<file path="config.mk">
export PLATFORM = sky130hd
export DESIGN_NAME = rtc_bus_read_ctrl_flat
export DESIGN_NICKNAME = d
export VERILOG_FILES = /design/src/rtl/rtc_bus_pkg.sv /design/src/rtl/rtc_bus_read_ctrl_if.sv /design/src/rtl/rtc_bus_read_ctrl_phase_timer.sv /design/src/rtl/rtc_bus_read_ctrl.sv /design/src/flat_wrapper.sv
export SDC_FILE = /design/constraint.sdc
export NUM_CORES = 1
export LEC_CHECK = 0
export CAP_MARGIN = 20
export CELL_PAD_IN_SITES_DETAIL_PLACEMENT = 1
export CELL_PAD_IN_SITES_GLOBAL_PLACEMENT = 2
export CORE_MARGIN = 2
export CORE_UTILIZATION = 29
export CTS_BUF_LIST = sky130_fd_sc_hd__clkbuf_16
export CTS_CLUSTER_DIAMETER = 80
export CTS_CLUSTER_SIZE = 16
export DETAILED_ROUTE_END_ITERATION = 10
export MAX_ROUTING_LAYER = met4
export PLACE_DENSITY = 0.76
export REMOVE_ABC_BUFFERS = 1
export SLEW_MARGIN = 20
export SYNTH_ARGS = -nofsm -noshare
export SYNTH_HDL_FRONTEND = slang
export SYNTH_SLANG_ARGS = --single-unit
</file>
<file path="constraint.sdc">
create_clock -name clk -period 2.8 [get_ports clk]
set_clock_uncertainty 0.2 [all_clocks]
set_input_delay 0.56 -clock clk [delete_from_list [all_inputs] [get_ports clk]]
set_output_delay 0.56 -clock clk [all_outputs]
set_load 0.03 [all_outputs]
</file>
<file path="src/rtl/rtc_bus_pkg.sv">
// Shared constants, state encoding and strobe decode for the RTC AD-bus
// read and write controllers.
package rtc_bus_pkg;

  localparam int unsigned BUS_W      = 8;
  localparam int unsigned CNT_W      = 8;
  localparam int unsigned T_ADDR_DEF = 20;
  localparam int unsigned T_GAP_DEF  = 4;
  localparam int unsigned T_READ_DEF = 20;

  typedef enum logic [2:0] {
    ST_IDLE = 3'd0,
    ST_ADDR = 3'd1,
    ST_GAP  = 3'd2,
    ST_READ = 3'd3,
    ST_DONE = 3'd4
  } rtc_state_e;

  typedef struct packed {
    logic cs_n;
    logic rd_n;
    logic wr_n;
    logic ad;
    logic bus_oe;
    logic busy;
    logic done;
  } strobe_t;

  localparam strobe_t STROBE_IDLE = '{
    cs_n:   1'b1,
    rd_n:   1'b1,
    wr_n:   1'b1,
    ad:     1'b0,
    bus_oe: 1'b0,
    busy:   1'b0,
    done:   1'b0
  };

  // Strobe levels the bus should show while in a given state.
  function automatic strobe_t strobes_for(input rtc_state_e st);
    strobe_t s;
    s = STROBE_IDLE;
    case (st)
      ST_ADDR: begin
        s.cs_n   = 1'b0;
        s.bus_oe = 1'b1;
        s.busy   = 1'b1;
      end
      ST_GAP: begin
        s.busy = 1'b1;
      end
      ST_READ: begin
        s.cs_n = 1'b0;
        s.rd_n = 1'b0;
        s.ad   = 1'b1;
        s.busy = 1'b1;
      end
      ST_DONE: begin
        s.busy = 1'b1;
        s.done = 1'b1;
      end
      default: ;
    endcase
    return s;
  endfunction

endpackage

</file>
<file path="src/rtl/rtc_bus_read_ctrl_if.sv">
// Request and AD-bus pad signals of the RTC read controller.
interface rtc_bus_read_ctrl_if;
  import rtc_bus_pkg::*;

  logic             start;
  logic [BUS_W-1:0] addr;
  logic [BUS_W-1:0] bus_in;
  logic [BUS_W-1:0] bus_out;
  logic             bus_oe;
  logic             cs_n;
  logic             rd_n;
  logic             wr_n;
  logic             ad;
  logic [BUS_W-1:0] data_out;
  logic             busy;
  logic             done;

  modport master (
    output start, addr, bus_in,
    input  bus_out, bus_oe, cs_n, rd_n, wr_n, ad, data_out, busy, done
  );

  modport slave (
    input  start, addr, bus_in,
    output bus_out, bus_oe, cs_n, rd_n, wr_n, ad, data_out, busy, done
  );

endinterface

</file>
<file path="src/rtl/rtc_bus_read_ctrl_phase_timer.sv">
// Loadable down-counter that times one bus phase; holds at zero until reloaded.
module phase_timer #(
  parameter int unsigned W = 8
) (
  input  logic         clk,
  input  logic         reset,
  input  logic         load,
  input  logic [W-1:0] load_val,
  output logic         zero
);

  logic [W-1:0] count_q;
  logic [W-1:0] count_d;

  always_comb begin
    count_d = count_q;
    if (load) begin
      count_d = load_val;
    end else if (count_q != '0) begin
      count_d = count_q - W'(1);
    end
  end

  always_ff @(posedge clk) begin
    if (reset) begin
      count_q <= '0;
    end else begin
      count_q <= count_d;
    end
  end

  assign zero = (count_q == '0);

endmodule

</file>
<file path="src/rtl/rtc_bus_read_ctrl.sv">
// RTC register read cycle: address phase, bus turnaround, timed RD strobe,
// then capture of the returned byte.
module rtc_bus_read_ctrl
  import rtc_bus_pkg::*;
#(
  parameter int unsigned T_ADDR = T_ADDR_DEF,
  parameter int unsigned T_GAP  = T_GAP_DEF,
  parameter int unsigned T_READ = T_READ_DEF
) (
  input logic                clk,
  input logic                reset,
  rtc_bus_read_ctrl_if.slave bus
);

  localparam logic [CNT_W-1:0] LD_ADDR = CNT_W'(T_ADDR - 1);
  localparam logic [CNT_W-1:0] LD_GAP  = CNT_W'(T_GAP - 1);
  localparam logic [CNT_W-1:0] LD_READ = CNT_W'(T_READ - 1);

  rtc_state_e       state_q,    state_d;
  logic [BUS_W-1:0] addr_q,     addr_d;
  logic [BUS_W-1:0] data_q,     data_d;
  logic [BUS_W-1:0] bus_out_q,  bus_out_d;
  strobe_t          strobe_q,   strobe_d;

  logic             tmr_load;
  logic [CNT_W-1:0] tmr_load_val;
  logic             tmr_zero;

  phase_timer #(.W(CNT_W)) u_timer (
    .clk      (clk),
    .reset    (reset),
    .load     (tmr_load),
    .load_val (tmr_load_val),
    .zero     (tmr_zero)
  );

  // Outputs are decoded from the next state so the registered pins line up
  // with the state they describe.
  always_comb begin
    state_d      = state_q;
    addr_d       = addr_q;
    data_d       = data_q;
    tmr_load     = 1'b0;
    tmr_load_val = '0;

    case (state_q)
      ST_IDLE: begin
        if (bus.start) begin
          addr_d       = bus.addr;
          tmr_load     = 1'b1;
          tmr_load_val = LD_ADDR;
          state_d      = ST_ADDR;
        end
      end
      ST_ADDR: begin
        if (tmr_zero) begin
          tmr_load     = 1'b1;
          tmr_load_val = LD_GAP;
          state_d      = ST_GAP;
        end
      end
      ST_GAP: begin
        if (tmr_zero) begin
          tmr_load     = 1'b1;
          tmr_load_val = LD_READ;
          state_d      = ST_READ;
        end
      end
      ST_READ: begin
        if (tmr_zero) begin
          data_d  = bus.bus_in;
          state_d = ST_DONE;
        end
      end
      ST_DONE: begin
        state_d = ST_IDLE;
      end
      default: begin
        state_d = ST_IDLE;
      end
    endcase

    strobe_d  = strobes_for(state_d);
    bus_out_d = (state_d == ST_ADDR) ? addr_d : '0;
  end

  always_ff @(posedge clk) begin
    if (reset) begin
      state_q   <= ST_IDLE;
      addr_q    <= '0;
      data_q    <= '0;
      bus_out_q <= '0;
      strobe_q  <= STROBE_IDLE;
    end else begin
      state_q   <= state_d;
      addr_q    <= addr_d;
      data_q    <= data_d;
      bus_out_q <= bus_out_d;
      strobe_q  <= strobe_d;
    end
  end

  assign bus.bus_out  = bus_out_q;
  assign bus.bus_oe   = strobe_q.bus_oe;
  assign bus.cs_n     = strobe_q.cs_n;
  assign bus.rd_n     = strobe_q.rd_n;
  assign bus.wr_n     = strobe_q.wr_n;
  assign bus.ad       = strobe_q.ad;
  assign bus.data_out = data_q;
  assign bus.busy     = strobe_q.busy;
  assign bus.done     = strobe_q.done;

endmodule

</file>
<file path="src/flat_wrapper.sv">
// flat-port wrapper written by rule: the top's interface ports become plain ports
module rtc_bus_read_ctrl_flat import rtc_bus_pkg::*;
#(
  parameter int unsigned T_ADDR = T_ADDR_DEF,
  parameter int unsigned T_GAP  = T_GAP_DEF,
  parameter int unsigned T_READ = T_READ_DEF
)
  (clk, reset, bus_start, bus_addr, bus_bus_in, bus_bus_out, bus_bus_oe, bus_cs_n, bus_rd_n, bus_wr_n, bus_ad, bus_data_out, bus_busy, bus_done);
  rtc_bus_read_ctrl_if bus_i ();
  input logic clk;
  input logic reset;
  input wire logic [$bits(bus_i.start)-1:0] bus_start;
  input wire logic [$bits(bus_i.addr)-1:0] bus_addr;
  input wire logic [$bits(bus_i.bus_in)-1:0] bus_bus_in;
  output wire logic [$bits(bus_i.bus_out)-1:0] bus_bus_out;
  output wire logic [$bits(bus_i.bus_oe)-1:0] bus_bus_oe;
  output wire logic [$bits(bus_i.cs_n)-1:0] bus_cs_n;
  output wire logic [$bits(bus_i.rd_n)-1:0] bus_rd_n;
  output wire logic [$bits(bus_i.wr_n)-1:0] bus_wr_n;
  output wire logic [$bits(bus_i.ad)-1:0] bus_ad;
  output wire logic [$bits(bus_i.data_out)-1:0] bus_data_out;
  output wire logic [$bits(bus_i.busy)-1:0] bus_busy;
  output wire logic [$bits(bus_i.done)-1:0] bus_done;
  assign bus_i.start = bus_start;
  assign bus_i.addr = bus_addr;
  assign bus_i.bus_in = bus_bus_in;
  assign bus_bus_out = bus_i.bus_out;
  assign bus_bus_oe = bus_i.bus_oe;
  assign bus_cs_n = bus_i.cs_n;
  assign bus_rd_n = bus_i.rd_n;
  assign bus_wr_n = bus_i.wr_n;
  assign bus_ad = bus_i.ad;
  assign bus_data_out = bus_i.data_out;
  assign bus_busy = bus_i.busy;
  assign bus_done = bus_i.done;
  rtc_bus_read_ctrl #(.T_ADDR(T_ADDR), .T_GAP(T_GAP), .T_READ(T_READ)) u_core (.clk(clk), .reset(reset), .bus(bus_i));
endmodule
</file>
Word level (Yosys, flattened, before mapping)
Index checks and enable logic that the tools add are counted.
- $add $sub $neg: 1
- multiply operators: 0
- div/mod/pow operators: 0
- order comparisons: 0
- equal/unequal tests: 7
- shift operators: 0
- mux-type cells: 22
- bitwise logic cells: 1
- reduce and logical (&&, ||, !) cells: 9
- operators by type and width (kind ; number):
    two-way mux 8 bit ; 4
    one-hot mux 8 bit (3 select lines) ; 1
    == test 3 x 2 -> 1 bit, second input constant ; 4
    two-way mux 3 bit ; 4
    one-hot mux 3 bit (4 select lines) ; 1
    two-way mux 5 bit ; 2
    logical NOT 8 bit ; 1
    two-way mux 1 bit ; 8
    nonzero test 8 bit ; 1
    subtractor 8 x 1 -> 8 bit, second input constant ; 1
    == test 3 x 1 -> 1 bit, second input constant ; 2
    OR reduction 2 bit ; 3
    OR reduction 4 bit ; 1
    == test 3 bit, second input constant ; 1
    logical NOT 3 bit ; 1
    two-way mux 2 bit ; 1
    one-hot mux 1 bit (2 select lines) ; 1
    AND reduction 2 bit ; 1
    nonzero test 2 bit ; 1
    inverter 1 bit ; 1
- flip-flop bits (word level): 42
- bits in latches: 0
- bits in writable memories: 0
- ROM bits: 0
- bits of input ports: 19
- output and inout port bits: 23
- word-level logic and storage cells: 52
- memories kept: 0

Depth between registers and ports, before layout
- depth in word-level cells: 6
- mapped depth: 7
- mapped depth without buffers: 6

Modules after synthesis
A second synthesis with hierarchy kept.
- cell total of the unflattened synthesis: 153
- area total of the unflattened synthesis: 1611.5 µm²
- modules (own cells, without submodules) (module ; instances ; cells each ; area each (µm²) ; seq. area each (µm²)):
    rtc_bus_read_ctrl ; 1 ; 100 ; 1136.1 ; 660.6
    phase_timer ; 1 ; 53 ; 475.5 ; 160.2

Least setup slack after synthesis
Ideal clock, no wire load.
- path kind: reg-to-reg
- from: register u_core.u_timer.count_q[0]
- to: register u_core.bus_out_q[0], in the netlist u_core.bus.bus_out[0]
- library setup time: 60 ps
- arrival: 1653 ps
- data required time: 2540 ps
- setup slack: 887 ps
- stages on the path, launching flop included: 8
- buffers on the path: 1
- period minus slack after synthesis: 1913 ps
- path through: dfxtp_1 -> inv_1 -> ha_1 -> nor3b_2 -> and2_1 -> buf_6 -> a2111oi_4 -> and2_1
- cells in the longest elaborated chain, start to end: 6
- elaborated cells between the ends (all ways): 8
- those cells by class: eq/ne: 1; mux: 4; bitwise: 1; reduce/logical: 2
- ends and longest elaborated chain (what ; RTL line ; RTL):
    start: declaration ; rtc_bus_read_ctrl_phase_timer.sv:12 ; logic [W-1:0] count_q;
    start signal: assignment ; rtc_bus_read_ctrl_phase_timer.sv:28 ; count_q <= count_d;
    logical NOT 8 bit (*) ; rtc_bus_read_ctrl_phase_timer.sv:32 ; assign zero = (count_q == '0);
    two-way mux 3 bit, on equally long branches ; rtc_bus_read_ctrl.sv:70, rtc_bus_read_ctrl.sv:56, rtc_bus_read_ctrl.sv:63 ;
    one-hot mux 3 bit (4 select lines) (*) ; rtc_bus_read_ctrl.sv:46 ; case (state_q)
    == test 3 x 1 -> 1 bit (*) ; rtc_bus_read_ctrl.sv:84 ; bus_out_d = (state_d == ST_ADDR) ? addr_d : '0;
    inverter 1 bit (no source line) (*) ; n/a ;
    OR reduction 2 bit (no source line) (*) ; n/a ;
    end signal: assignment ; rtc_bus_read_ctrl.sv:98 ; bus_out_q <= bus_out_d;
    end: declaration ; rtc_bus_read_ctrl.sv:22 ; logic [BUS_W-1:0] bus_out_q, bus_out_d;
Mark *: on every way between the ends. The rest lies on a longest branch, timed or not.
A chain may end at the register's enable or synchronous reset.

Final worst setup path
- from: register u_core.u_timer.count_q[0]
- to: register u_core.bus_out_q[1], in the netlist u_core.bus.bus_out[1]
Same word-level chain as after synthesis.

==> flow_summary.ini <==
[worst_setup_path]
worst_stage_delay_on_the_critical_path_ns = 0.66
critical_path.endpoint_type = register
crit_family = simple AND/OR/NAND/NOR gates
crit_path_max_fanout = 9
cp_required_ns = 2.82
setup.worst_path.start_class = register
worst_ep_arrival_time_ns = 2.33
cp_cell_sequence = inv_1 -> ha_1 -> nor3b_2 -> and2_1 -> a2111oi_4 -> and2_1
cell_occurring_most_often_along_the_worst_timing_path = sky130_fd_sc_hd__and2_1
setup.reg_to_reg.worst_slack_ns = 0.50
path_buf_inv = 1
crit_path_top_delay_cell = sky130_fd_sc_hd__a2111oi_4
crit_type = reg -> reg

[run]
cap_viol_max_count = 0

[die]
vert_die_dim_um = 78.0
start_util_pct = 30.5
die_x_um = 78.0
io-pin-count = 42
placement_rows = 26
design.die.area_mm2 = 0.00609
core-area_mm2 = 0.00520

[global_routing]
antenna_found_initial = 0
grt_use_total_pct = 13.6
grt_start_max_net_pins = 17
globalRouteOverflowTotal = 0
first_global_vias = 1323
grt_first_pass_wirelength_um = 6210

[routing]
wirelength_um = 3650
drt_iter0_drc = 24
wl_per_cell_um = 13.9
post-route-drc-count = 0
via_count = 1192
vias_per_cell = 4.55
drtPass1Iterations = 3
antenna_violating_nets_post_route = 0

[place]
hpwlAfterDp_um = 2630
gpl.final_weighted_congestion = 0.777
placement.io_buffers = 40
post-place-ws_ns = 0.246

[clocking]
cts_setup_buffers = 0
cts_max_level = 2
clock_sinks = 41
cts_hold_buffers = 0
tritoncts = yes
cts.root.buffer_cell = sky130_fd_sc_hd__clkbuf_16
cts_max_path_buffers = 2
cts_repair_resize_count = 0
reg_clk_slew_reported_paths_ns = 0.06
cts_made_buffers = 5
clock_insertion_delay_worst_skew_ns = 0.28

[layout]
number_of_fill_cells_in_the_layout = 602
drive_gt1_share_pct = 11.5
final_core_util_pct = 42.2
most_frequent_standard_cell_in_the_layout_excluding_fill_and_tap_cells = sky130_fd_sc_hd__dfxtp_1
antenna_cells_inserted = 0
finalNetCount = 211
mostFrequentLayoutCells = sky130_fd_sc_hd__dfxtp_1, sky130_fd_sc_hd__clkdlybuf4s50_1, sky130_fd_sc_hd__nand2_1
area_delta_synth_final_pct = 38.3

[timing]
hold_ws_ns = 0.261
finalCriticalPeriod_ns = 2.30
max_slew_headroom_at_the_worst_pin_pct = 58.2
report.final.setup_viol = 0
timing.final.crit_share_pct = 82.2
worst-slew-pin-transition_ns = 0.626
timing.final.hold_violations = 0
maxSlewViolCount = 0
tns_ns = 0
max_fclk_mhz = 434
post_layout_worst_setup_margin_ns = 0.498
setup_repair_after_global_routing_missed_its_margin = false

[worst_hold_path]
hold_path.class = reg -> reg

[synth]
synth.top_cell.area_share_pct = 51.7
post_synth.cell_area_avg_um2 = 10.5
synth_flop_cell = sky130_fd_sc_hd__dfxtp_1
synth_cells = 151
ys_types = 40
yosysTopAreaCell = sky130_fd_sc_hd__dfxtp_1
synth-warning-count = 0
synth_seq_area_share_pct = 51.7
top_cells_by_area_in_the_synthesized_netlist = sky130_fd_sc_hd__dfxtp_1, sky130_fd_sc_hd__a22o_1, sky130_fd_sc_hd__nand2_1
ys_async_sr_fraction_pct = 0
post_synth_instance_area_mm2 = 0.00159
postSynthRegisterBits = 41
synth_enable_flop_cells = 0

[power]
irDropWorstVdd_uv = 304
leakagePower_nw = 0.809
power_density_over_the_cells_mw_per_mm2 = 983
report.power.total_mw = 2.16

[outcome]
outcome = finished clean
[worst reg2reg max path, delay by kind of cell, from the launching register on]
kind	cells	cell delay, ns
compound gates	1	0.66
simple gates	3	0.72
buf+inv	1	0.06
flops	1	0.38
fa+ha+maj	1	0.23
[per-layer routing]
layer	wire length [um]	vias to the layer above	GRT usage [%]
met4	76	0	5.79
met2	1770	28	22.4
met5	0	-	-
li1	-	600	-
met1	1660	558	15.5
met3	144	6	3.79
[sequential cells by signal, summed over array words and instances (netlist names)]
signal / flops
u_core.bus.ad: 1
u_core.bus.bus_oe: 1
u_core.bus.cs_n: 1
u_core.addr_q: 8
u_core.bus.bus_out: 8
u_core.state_q: 3
u_core.u_timer.count_q: 8
u_core.bus.data_out: 8
u_core.bus.done: 1
u_core.bus.busy: 1
u_core.bus.rd_n: 1
[where the power goes]
part,internal (mW),leakage [nW],total (mW),switching [mW]
combinational,0.319,0.390,0.716,0.397
clock,0.422,0.0842,0.652,0.230
sequential,0.684,0.335,0.793,0.109
total,1.42,0.809,2.16,0.736
[kinds of logic (layout without fill, tap and decap cells)]
logic type                 after synthesis  in the layout  share of synthesized area [%]
xor gates and xnor gates                 8              8                           4.41
and+or+nand+nor                         59             59                           22.0
AOI/OAI and AO/OA                       29             29                           15.9
other                                    1              1                          0.236
adders and majority gates                1              1                          0.787
buffers and inverters                   12             53                           4.96
DFF                                     41             41                           51.7
[cell usage after synthesis, types with 2 or more instances]
cell type	n
sky130_fd_sc_hd__a21oi_1	10
sky130_fd_sc_hd__a22o_1	8
sky130_fd_sc_hd__a311oi_1	2
sky130_fd_sc_hd__and2_1	9
sky130_fd_sc_hd__buf_2	4
sky130_fd_sc_hd__buf_6	2
sky130_fd_sc_hd__clkbuf_1	2
sky130_fd_sc_hd__dfxtp_1	41
sky130_fd_sc_hd__inv_1	2
sky130_fd_sc_hd__nand2_1	18
sky130_fd_sc_hd__nor2_1	7
sky130_fd_sc_hd__nor2b_1	3
sky130_fd_sc_hd__nor3_1	6
sky130_fd_sc_hd__nor3b_1	2
sky130_fd_sc_hd__nor4_1	2
sky130_fd_sc_hd__or3_1	3
sky130_fd_sc_hd__xnor2_1	5
sky130_fd_sc_hd__xor2_1	3
[through the flow]
| step | instances | instance area [um^2] |
|---|---|---|
| after floorplan | 141 | 1520 |
| after global placement | 254 | 2030 |
| after detailed placement | 254 | 2030 |
| after CTS | 262 | 2200 |
| after global routing | 262 | 2200 |
| final | 262 | 2200 |
[worst paths after layout]
kind	startpoint	end	cells past startpoint
max	u_core.u_timer.count_q[0]$_SDFFE_PP0P_	u_core.bus.bus_out[1]$_SDFF_PP0_	6
min	u_core.addr_q[7]$_SDFF_PP0_	u_core.addr_q[7]$_SDFF_PP0_	2
max reg2reg	u_core.u_timer.count_q[0]$_SDFFE_PP0P_	u_core.bus.bus_out[1]$_SDFF_PP0_	6
min reg2reg	u_core.addr_q[7]$_SDFF_PP0_	u_core.addr_q[7]$_SDFF_PP0_	2
[cell type report]
cell class                 count  area [um^2]  share of cell area [%]
clock buffer                   5          125                    5.69
sequential                    41          821                    37.4
clock inverter                 3         43.8                    1.99
tap                           70         87.6                    3.99
timing repair buffer          43          423                    19.2
inverter                       2         7.51                   0.342
multi-input combinational     98          689                    31.4
(Power assumes the default switching activity.)
